**config.mk**
```make
export PLATFORM = sky130hd
export DESIGN_NAME = mem_arbiter_flat
export DESIGN_NICKNAME = d
export VERILOG_FILES = /design/src/rtl/mem_arb_pkg.sv /design/src/rtl/mem_arbiter_if.sv /design/src/rtl/mem_arb_id_fifo.sv /design/src/rtl/mem_arbiter.sv /design/src/flat_wrapper.sv
export SDC_FILE = /design/constraint.sdc
export NUM_CORES = 1
export LEC_CHECK = 0
export ABC_AREA = 1
export ABC_CLOCK_PERIOD_IN_PS = 2200
export CAP_MARGIN = 20
export CORE_AREA = 5 5 106 108
export DETAILED_ROUTE_END_ITERATION = 12
export DIE_AREA = 0 0 111 113
export DONT_BUFFER_PORTS = 1
export SLEW_MARGIN = 5
export SYNTH_ARGS = -nofsm -noshare
export SYNTH_HDL_FRONTEND = slang
export SYNTH_HIERARCHICAL = 1
export SYNTH_SLANG_ARGS = --single-unit
```
**constraint.sdc**
```tcl
create_clock -name clock -period 2.2 [get_ports clock]
set_input_delay 0.66 -clock clock [delete_from_list [all_inputs] [get_ports clock]]
set_output_delay 0.66 -clock clock [all_outputs]
set_load 0.1 [all_outputs]
```
**src/rtl/mem_arb_pkg.sv**
```systemverilog
// mem_arb_pkg: shared types and helpers for the memory arbiter slice.
//   clog2_min1  : ceil(log2(n)) but never below 1, for ID/pointer widths
//   req_bits_t  : request payload at the default AW/DW widths
//   DEF_*       : default parameter values used by the interface and top
package mem_arb_pkg;

  localparam int DEF_N_REQ           = 2;
  localparam int DEF_AW              = 32;
  localparam int DEF_DW              = 32;
  localparam int DEF_BW              = DEF_DW / 8;
  localparam int DEF_MAX_OUTSTANDING = 4;

  function automatic int clog2_min1(input int n);
    return (n <= 2) ? 1 : $clog2(n);
  endfunction

  typedef struct packed {
    logic [DEF_AW-1:0] addr;
    logic [DEF_DW-1:0] data;
    logic [DEF_BW-1:0] be;
    logic              is_write;
  } req_bits_t;

endpackage

```
**src/rtl/mem_arbiter_if.sv**
```systemverilog
// mem_arbiter_if: requester-side and target-side memory req/rsp bundle.
//   Requester side : io_req_* (valid/ready, packed per-requester bits),
//                    io_rsp_valid (one-hot), io_rsp_bits_dataResponse
//   Target side    : io_mem_req_* (valid/ready + bits), io_mem_rsp_*
// Modports:
//   slave  - the arbiter's view (accepts requester traffic, drives target)
//   master - the environment's view (requesters + memory target)
interface mem_arbiter_if
  import mem_arb_pkg::*;
#(
  parameter int N_REQ = DEF_N_REQ,
  parameter int AW    = DEF_AW,
  parameter int DW    = DEF_DW
);
  localparam int BW = DW / 8;

  logic [N_REQ-1:0]    io_req_valid;
  logic [N_REQ-1:0]    io_req_ready;
  logic [N_REQ*AW-1:0] io_req_bits_addrRequest;
  logic [N_REQ*DW-1:0] io_req_bits_dataRequest;
  logic [N_REQ*BW-1:0] io_req_bits_activeByteLane;
  logic [N_REQ-1:0]    io_req_bits_isWrite;
  logic [N_REQ-1:0]    io_rsp_valid;
  logic [DW-1:0]       io_rsp_bits_dataResponse;

  logic                io_mem_req_valid;
  logic                io_mem_req_ready;
  logic [AW-1:0]       io_mem_req_bits_addrRequest;
  logic [DW-1:0]       io_mem_req_bits_dataRequest;
  logic [BW-1:0]       io_mem_req_bits_activeByteLane;
  logic                io_mem_req_bits_isWrite;
  logic                io_mem_rsp_valid;
  logic [DW-1:0]       io_mem_rsp_bits_dataResponse;

  modport slave (
    input  io_req_valid, io_req_bits_addrRequest, io_req_bits_dataRequest,
           io_req_bits_activeByteLane, io_req_bits_isWrite,
           io_mem_req_ready, io_mem_rsp_valid, io_mem_rsp_bits_dataResponse,
    output io_req_ready, io_rsp_valid, io_rsp_bits_dataResponse,
           io_mem_req_valid, io_mem_req_bits_addrRequest,
           io_mem_req_bits_dataRequest, io_mem_req_bits_activeByteLane,
           io_mem_req_bits_isWrite
  );

  modport master (
    output io_req_valid, io_req_bits_addrRequest, io_req_bits_dataRequest,
           io_req_bits_activeByteLane, io_req_bits_isWrite,
           io_mem_req_ready, io_mem_rsp_valid, io_mem_rsp_bits_dataResponse,
    input  io_req_ready, io_rsp_valid, io_rsp_bits_dataResponse,
           io_mem_req_valid, io_mem_req_bits_addrRequest,
           io_mem_req_bits_dataRequest, io_mem_req_bits_activeByteLane,
           io_mem_req_bits_isWrite
  );

endinterface

```
**src/rtl/mem_arb_id_fifo.sv**
```systemverilog
// mem_arb_id_fifo: small synchronous FIFO of requester IDs.
//   clock, reset : clock, synchronous active-high reset (flushes)
//   push, din    : enqueue din (ignored when full unless popping)
//   pop          : dequeue head (ignored when empty)
//   head         : current head entry
//   full, empty  : occupancy flags
// Push and pop in the same cycle both take effect at any occupancy,
// including full, leaving the count unchanged.
module mem_arb_id_fifo #(
  parameter int DEPTH = 4,
  parameter int W     = 1
) (
  input  logic         clock,
  input  logic         reset,
  input  logic         push,
  input  logic [W-1:0] din,
  input  logic         pop,
  output logic [W-1:0] head,
  output logic         full,
  output logic         empty
);
  localparam int PW = (DEPTH > 1) ? $clog2(DEPTH) : 1;
  localparam int CW = $clog2(DEPTH) + 1;

  logic [W-1:0]  mem [DEPTH];
  logic [PW-1:0] wr_ptr, rd_ptr;
  logic [CW-1:0] cnt;
  logic          push_eff, pop_eff;

  function automatic logic [PW-1:0] nxt(input logic [PW-1:0] p);
    return (p == PW'(DEPTH - 1)) ? '0 : p + PW'(1);
  endfunction

  assign full     = (cnt == CW'(DEPTH));
  assign empty    = (cnt == '0);
  assign pop_eff  = pop && !empty;
  assign push_eff = push && (!full || pop_eff);
  assign head     = mem[rd_ptr];

  always_ff @(posedge clock) begin
    if (push_eff) mem[wr_ptr] <= din;
  end

  always_ff @(posedge clock) begin
    if (reset) begin
      wr_ptr <= '0;
      rd_ptr <= '0;
      cnt    <= '0;
    end else begin
      if (push_eff) wr_ptr <= nxt(wr_ptr);
      if (pop_eff)  rd_ptr <= nxt(rd_ptr);
      unique case ({push_eff, pop_eff})
        2'b10:   cnt <= cnt + CW'(1);
        2'b01:   cnt <= cnt - CW'(1);
        default: cnt <= cnt;
      endcase
    end
  end

endmodule

```
**src/rtl/mem_arbiter.sv**
```systemverilog
// mem_arbiter: N_REQ-requester to single-target memory arbiter.
//   clock, reset : clock, synchronous active-high reset
//   bus (slave)  : requester req/rsp and target req/rsp signals
// Grant is combinational: round-robin from ptr (or fixed priority, lowest
// index first, when MEM_ARB_FIXED_PRIO_EN is defined). A request the target
// stalls locks the grant so target-side valid/bits hold until accepted.
// Each accepted request's requester ID goes into an in-order FIFO; each
// target response pops the head and is routed one-hot to that requester.
module mem_arbiter
  import mem_arb_pkg::*;
#(
  parameter int N_REQ           = DEF_N_REQ,
  parameter int AW              = DEF_AW,
  parameter int DW              = DEF_DW,
  parameter int MAX_OUTSTANDING = DEF_MAX_OUTSTANDING
) (
  input  logic          clock,
  input  logic          reset,
  mem_arbiter_if.slave  bus
);
  localparam int BW = DW / 8;
  localparam int IW = clog2_min1(N_REQ);

  typedef struct packed {
    logic [AW-1:0] addr;
    logic [DW-1:0] data;
    logic [BW-1:0] be;
    logic          is_write;
  } lane_bits_t;

  lane_bits_t [N_REQ-1:0] lane;

  for (genvar gi = 0; gi < N_REQ; gi++) begin : g_lane
    assign lane[gi].addr     = bus.io_req_bits_addrRequest[gi*AW +: AW];
    assign lane[gi].data     = bus.io_req_bits_dataRequest[gi*DW +: DW];
    assign lane[gi].be       = bus.io_req_bits_activeByteLane[gi*BW +: BW];
    assign lane[gi].is_write = bus.io_req_bits_isWrite[gi];
  end

  logic             lock;
  logic [IW-1:0]    lock_id;
  logic [IW-1:0]    gnt;
  logic             gnt_vld;
  logic             can_issue;
  logic             mem_valid;
  logic             mem_hs;
  logic [N_REQ-1:0] req_ready;
  logic [N_REQ-1:0] rsp_vld;

  logic             fifo_full, fifo_empty, fifo_pop;
  logic [IW-1:0]    fifo_head;

`ifndef MEM_ARB_FIXED_PRIO_EN
  logic [IW-1:0]    ptr;
  int               scan_idx;
`endif

  // A pop frees a slot in the same cycle, so a full FIFO can still accept.
  assign fifo_pop  = bus.io_mem_rsp_valid && !fifo_empty;
  assign can_issue = !fifo_full || fifo_pop;

  always_comb begin
    gnt     = '0;
    gnt_vld = 1'b0;
`ifndef MEM_ARB_FIXED_PRIO_EN
    scan_idx = 0;
`endif
    if (lock) begin
      gnt     = lock_id;
      gnt_vld = bus.io_req_valid[lock_id];
    end else begin
      for (int k = 0; k < N_REQ; k++) begin
`ifdef MEM_ARB_FIXED_PRIO_EN
        if (!gnt_vld && bus.io_req_valid[k]) begin
          gnt     = k[IW-1:0];
          gnt_vld = 1'b1;
        end
`else
        scan_idx = int'(ptr) + k;
        if (scan_idx >= N_REQ) scan_idx = scan_idx - N_REQ;
        if (!gnt_vld && bus.io_req_valid[scan_idx]) begin
          gnt     = scan_idx[IW-1:0];
          gnt_vld = 1'b1;
        end
`endif
      end
    end
  end

  assign mem_valid = !reset && gnt_vld && can_issue;
  assign mem_hs    = mem_valid && bus.io_mem_req_ready;

  always_comb begin
    req_ready = '0;
    if (mem_valid) req_ready[gnt] = bus.io_mem_req_ready;
  end

  always_comb begin
    rsp_vld = '0;
    if (!reset && fifo_pop) rsp_vld[fifo_head] = 1'b1;
  end

  assign bus.io_req_ready                   = req_ready;
  assign bus.io_rsp_valid                   = rsp_vld;
  assign bus.io_rsp_bits_dataResponse       = bus.io_mem_rsp_bits_dataResponse;
  assign bus.io_mem_req_valid               = mem_valid;
  assign bus.io_mem_req_bits_addrRequest    = lane[gnt].addr;
  assign bus.io_mem_req_bits_dataRequest    = lane[gnt].data;
  assign bus.io_mem_req_bits_activeByteLane = lane[gnt].be;
  assign bus.io_mem_req_bits_isWrite        = lane[gnt].is_write;

  // Lock holds the grant across target stalls; cleared by the handshake.
  always_ff @(posedge clock) begin
    if (reset) begin
      lock    <= 1'b0;
      lock_id <= '0;
    end else if (mem_hs) begin
      lock    <= 1'b0;
    end else if (mem_valid) begin
      lock    <= 1'b1;
      lock_id <= gnt;
    end
  end

`ifndef MEM_ARB_FIXED_PRIO_EN
  always_ff @(posedge clock) begin
    if (reset)       ptr <= '0;
    else if (mem_hs) ptr <= (gnt == IW'(N_REQ - 1)) ? '0 : gnt + IW'(1);
  end
`endif

  mem_arb_id_fifo #(
    .DEPTH (MAX_OUTSTANDING),
    .W     (IW)
  ) u_id_fifo (
    .clock (clock),
    .reset (reset),
    .push  (mem_hs),
    .din   (gnt),
    .pop   (fifo_pop),
    .head  (fifo_head),
    .full  (fifo_full),
    .empty (fifo_empty)
  );

  // Protocol checks: locked requester must keep valid high, and the target
  // must never answer with nothing outstanding.
  always_ff @(posedge clock) begin
    if (!reset && lock)                 assert (bus.io_req_valid[lock_id]);
    if (!reset && bus.io_mem_rsp_valid) assert (!fifo_empty);
  end

endmodule

```
**src/flat_wrapper.sv**
```systemverilog
// flat-port wrapper written by rule: the top's interface ports become plain ports
module mem_arbiter_flat import mem_arb_pkg::*;
#(
  parameter int N_REQ           = DEF_N_REQ,
  parameter int AW              = DEF_AW,
  parameter int DW              = DEF_DW,
  parameter int MAX_OUTSTANDING = DEF_MAX_OUTSTANDING
)
  (clock, reset, bus_io_req_valid, bus_io_req_bits_addrRequest, bus_io_req_bits_dataRequest, bus_io_req_bits_activeByteLane, bus_io_req_bits_isWrite, bus_io_mem_req_ready, bus_io_mem_rsp_valid, bus_io_mem_rsp_bits_dataResponse, bus_io_req_ready, bus_io_rsp_valid, bus_io_rsp_bits_dataResponse, bus_io_mem_req_valid, bus_io_mem_req_bits_addrRequest, bus_io_mem_req_bits_dataRequest, bus_io_mem_req_bits_activeByteLane, bus_io_mem_req_bits_isWrite);
  mem_arbiter_if #(.N_REQ(N_REQ), .AW(AW), .DW(DW)) bus_i ();
  input  logic clock;
  input  logic reset;
  input wire logic [$bits(bus_i.io_req_valid)-1:0] bus_io_req_valid;
  input wire logic [$bits(bus_i.io_req_bits_addrRequest)-1:0] bus_io_req_bits_addrRequest;
  input wire logic [$bits(bus_i.io_req_bits_dataRequest)-1:0] bus_io_req_bits_dataRequest;
  input wire logic [$bits(bus_i.io_req_bits_activeByteLane)-1:0] bus_io_req_bits_activeByteLane;
  input wire logic [$bits(bus_i.io_req_bits_isWrite)-1:0] bus_io_req_bits_isWrite;
  input wire logic [$bits(bus_i.io_mem_req_ready)-1:0] bus_io_mem_req_ready;
  input wire logic [$bits(bus_i.io_mem_rsp_valid)-1:0] bus_io_mem_rsp_valid;
  input wire logic [$bits(bus_i.io_mem_rsp_bits_dataResponse)-1:0] bus_io_mem_rsp_bits_dataResponse;
  output wire logic [$bits(bus_i.io_req_ready)-1:0] bus_io_req_ready;
  output wire logic [$bits(bus_i.io_rsp_valid)-1:0] bus_io_rsp_valid;
  output wire logic [$bits(bus_i.io_rsp_bits_dataResponse)-1:0] bus_io_rsp_bits_dataResponse;
  output wire logic [$bits(bus_i.io_mem_req_valid)-1:0] bus_io_mem_req_valid;
  output wire logic [$bits(bus_i.io_mem_req_bits_addrRequest)-1:0] bus_io_mem_req_bits_addrRequest;
  output wire logic [$bits(bus_i.io_mem_req_bits_dataRequest)-1:0] bus_io_mem_req_bits_dataRequest;
  output wire logic [$bits(bus_i.io_mem_req_bits_activeByteLane)-1:0] bus_io_mem_req_bits_activeByteLane;
  output wire logic [$bits(bus_i.io_mem_req_bits_isWrite)-1:0] bus_io_mem_req_bits_isWrite;
  assign bus_i.io_req_valid = bus_io_req_valid;
  assign bus_i.io_req_bits_addrRequest = bus_io_req_bits_addrRequest;
  assign bus_i.io_req_bits_dataRequest = bus_io_req_bits_dataRequest;
  assign bus_i.io_req_bits_activeByteLane = bus_io_req_bits_activeByteLane;
  assign bus_i.io_req_bits_isWrite = bus_io_req_bits_isWrite;
  assign bus_i.io_mem_req_ready = bus_io_mem_req_ready;
  assign bus_i.io_mem_rsp_valid = bus_io_mem_rsp_valid;
  assign bus_i.io_mem_rsp_bits_dataResponse = bus_io_mem_rsp_bits_dataResponse;
  assign bus_io_req_ready = bus_i.io_req_ready;
  assign bus_io_rsp_valid = bus_i.io_rsp_valid;
  assign bus_io_rsp_bits_dataResponse = bus_i.io_rsp_bits_dataResponse;
  assign bus_io_mem_req_valid = bus_i.io_mem_req_valid;
  assign bus_io_mem_req_bits_addrRequest = bus_i.io_mem_req_bits_addrRequest;
  assign bus_io_mem_req_bits_dataRequest = bus_i.io_mem_req_bits_dataRequest;
  assign bus_io_mem_req_bits_activeByteLane = bus_i.io_mem_req_bits_activeByteLane;
  assign bus_io_mem_req_bits_isWrite = bus_i.io_mem_req_bits_isWrite;
  mem_arbiter #(.N_REQ(N_REQ), .AW(AW), .DW(DW), .MAX_OUTSTANDING(MAX_OUTSTANDING)) u_core (.clock(clock), .reset(reset), .bus(bus_i));
endmodule
```
==> impl_metrics.toml, run 1 <==
[synthesis]
ys_warn_count = 6
syn_nets = 552
yosys.area.top_type_share_pct = 40.4
avgSynthCellArea_sq_um = 5.60
yosys.area.top_type = "nand2_1"
syn_inst = 370
synthDistinctLibCells = 30
syn_area_sq_um = 2070
synth-seq-cells = 16
yosys-top-cells-area = "nand2_1 (40%), buf_4 (14%), dfxtp_1 (12%)"
yosysSeqAreaShare_pct = 17.4

[clock_network]
clock-sinks = 16
cts.clk_slew.worst_paths_ns = 0.06
cts.path.max_buffers = 2
cts_hold_buf = 0
root_buffer = "clkbuf_8"
htree_levels = 1
numCtsBuffers = 3
cts_tree = "built"
clk_latency_ns = 0.25

[hold_path]
whs_path_depth = 1
hp-start = "reset"
hold_end = "u_core/u_id_fifo/cnt[0]"
holdCritPathClass = "in -> reg"

[layout]
nets = 537
layout-drive-gt1-share_pct = 49.2
area_delta_synth_final_pct = 72.9
fin_cells = 490
fin_area_sq_um = 3580
n_antenna_cell = 0
nFillCells = 1025

[setup_path]
crit_type = "reg -> out"
cp_num_buf_inv = 2
r2r_setup_slack_ns = 0.14
critical_path.startpoint = "u_core/lock"
crit_path_max_incr_delay_ns = 0.39
crit_required_ns = 1.54
worstPathArrival_ns = 1.56
cp-end-kind = "output port"
cp_max_fo = 23
reg2reg_to = "u_core/u_id_fifo/cnt[2]"
crit_path_start_kind = "register"
critPathSlowestCell = "dfxtp_1"
path_cells = "nand3b_4 -> nand2_4 -> inv_6 -> buf_16 -> nand2_1 -> nand2_8"
r2r_start = "u_core/u_id_fifo/cnt[1]"
reg2reg_depth = 15
path_delay_family = "simple AND/OR/NAND/NOR gates"

[routing]
drc_errors = 0
wire_per_inst_um = 17.7
drt_iter0_drc = 93
ant_nets = 0
vias = 2280
wl_mm = 8.69
drt_first_pass_iters = 4
via_per_inst = 4.65

[grt]
grt_pass1_wl_mm = 12.4
grt_pass1_vias = 2272
antenna_found_initial = 0
grt_max_degree = 47
track_usage_pct = 12.0
grt-ovfl-total = 0

[sta]
drv_slew = 0
finalHoldViolCount = 0
timing.final.crit_share_pct = 101
period_minus_slack_ns = 2.22
setup_violations = 23
slew_headroom_pct = 84.0
setup_slack_ns = -0.0227
rsz0062_at_grt = "yes"
max_freq_ghz = 0.450
tightest_slew_ns = 0.240
skew_ns = 0.00124

[power_and_ir_drop]
worst_ir_drop_vdd_mv = 0.361
leakagePower_nw = 1.48
pwr_density_cell_nw_per_um2 = 763

[die]
initial_core_util_pct = 20.4
ios = 282
die_h_um = 113
rows = 37
core-area_sq_um = 10100
die-area_sq_um = 12500
die_x_um = 111

[place]
placed_cells_incl_taps = 479
place.gp.congestion = 0.725
dp_hpwl_mm = 6.59
dpl_cell_area_sq_um = 2760
io_buffers = 0

[run_status]
status = "finished with violations"
violations = "setup timing"

[run]
max_cap_viol_count = 0
==> area by class of cell <==
class,count,area (sq um),area share (%)
sequential,16,369,10.3
clock inverter,1,3.75,0.105
clock buffer,3,41.3,1.15
multi-input combinational,281,2490,69.5
inverter,27,111,3.11
timing repair buffer,26,398,11.1
tap,136,170,4.75
==> cells in the mapped netlist <==
library cell,number
inv_6,1
nor2_2,1
o21ai_2,2
nand2_2,5
ha_1,5
nand2_4,4
o211a_1,1
nand3b_4,1
nand4_1,2
nand2_1,223
edfxtp_1,4
inv_2,3
nor2_1,16
a21oi_1,4
nand3_4,1
buf_2,7
o21ai_0,2
dfxtp_1,12
buf_4,38
inv_1,23
a21boi_1,1
o21ai_1,1
fa_1,1
nand3_2,2
a32oi_1,1
nor2_4,2
nand3_1,3
buf_6,1
a21oi_2,2
and2_1,1
==> per-layer routing <==
layer	part of all wire [%]	GRT usage (%)	up-vias
li1	-	-	1041
met1	33	13.0	1051
met2	54	22.1	176
met3	12	5.19	12
met4	0.82	1.97	0
met5	0	0	-
==> timing repair <==
item                                    CTS  global route
gates resized for setup                  64            55
setup buffers                             2             3
pin swaps                                 5            37
endpoints found under the setup margin   63            73
cloned                                    0             2
==> how the worst max path moves through the flow <==
stage | depth (start not counted) | to | slack [ns]
CTS | 6 | bus_io_mem_req_bits_dataRequest[22] | -0.04
global route | 9 | bus_io_mem_req_bits_addrRequest[6] | -0.09
finish | 6 | bus_io_mem_req_bits_dataRequest[19] | -0.02
floorplan | 4 | bus_io_rsp_valid[0] | -0.26
global placement | 7 | bus_io_mem_req_bits_addrRequest[17] | -0.004
detailed placement | 7 | bus_io_mem_req_bits_dataRequest[16] | -0.03
==> power by group <==
group	switching [mW]	internal (mW)	total [mW]
Sequential	0.0169	0.325	0.341
Clock	0.104	0.124	0.228
Combinational	1.72	0.443	2.16
==> layout by cell type (no fill, tap or decap), types with 2 or more instances in the layout <==
cell,n
inv_4,2
nand2_2,41
nand2_1,117
nand3_1,3
clkbuf_8,3
nand3_4,2
dfxtp_4,2
inv_2,6
buf_12,12
edfxtp_1,4
ha_1,5
nor2_2,3
dfxtp_1,9
nand4_1,2
a21oi_1,2
nand2_8,64
o21ai_2,2
nor2_1,13
nand2_4,10
buf_4,9
nor2_4,3
a21oi_2,3
buf_6,2
o21ai_0,2
inv_1,18
==> worst reg2reg max path: cells and delay by family, from the launching register on <==
family                     cells  cell delay, ns
adders and majority gates      1            0.38
DFF                            1            0.36
buffers and inverters          5            0.36
AOI/OAI and AO/OA              1            0.08
and+or+nand+nor                8            0.82
==> per-stage QoR <==
stage	hold WS [ns]	power, mW	worst slack (ns)	utilization (%)	TNS (ns)
5_1_grt	0.440	2.83	-0.0856	35.3	-4.16
3_5_place_dp	0.523	2.21	-0.0312	27.2	-0.624
4_1_cts	0.445	2.64	-0.0441	32.9	-1.54
6_report	0.452	2.73	-0.0227	35.3	-0.172
3_3_place_gp	0.500	2.19	-0.00399	27.2	-0.00399
2_1_floorplan	0.481	2.29	-0.257	-	-0.573
==> cells by family after synthesis <==
kind of cell / after synthesis / share of synthesized area, %
AO/OA/AOI/OAI: 14 / 4.65
flip-flops: 16 / 17.4
buffers and inverters: 73 / 21.1
AND/OR/NAND/NOR: 261 / 52.8
adder cells (fa/ha/maj): 6 / 3.99
No activity file was read; power rests on OpenSTA's default activity.
==> run 2, diff against run 1 <==
CTS_CLUSTER_SIZE = 30   (was default)
==> results of run 2 <==
The final DEF is identical to that of run 1; final timing and power are the same.
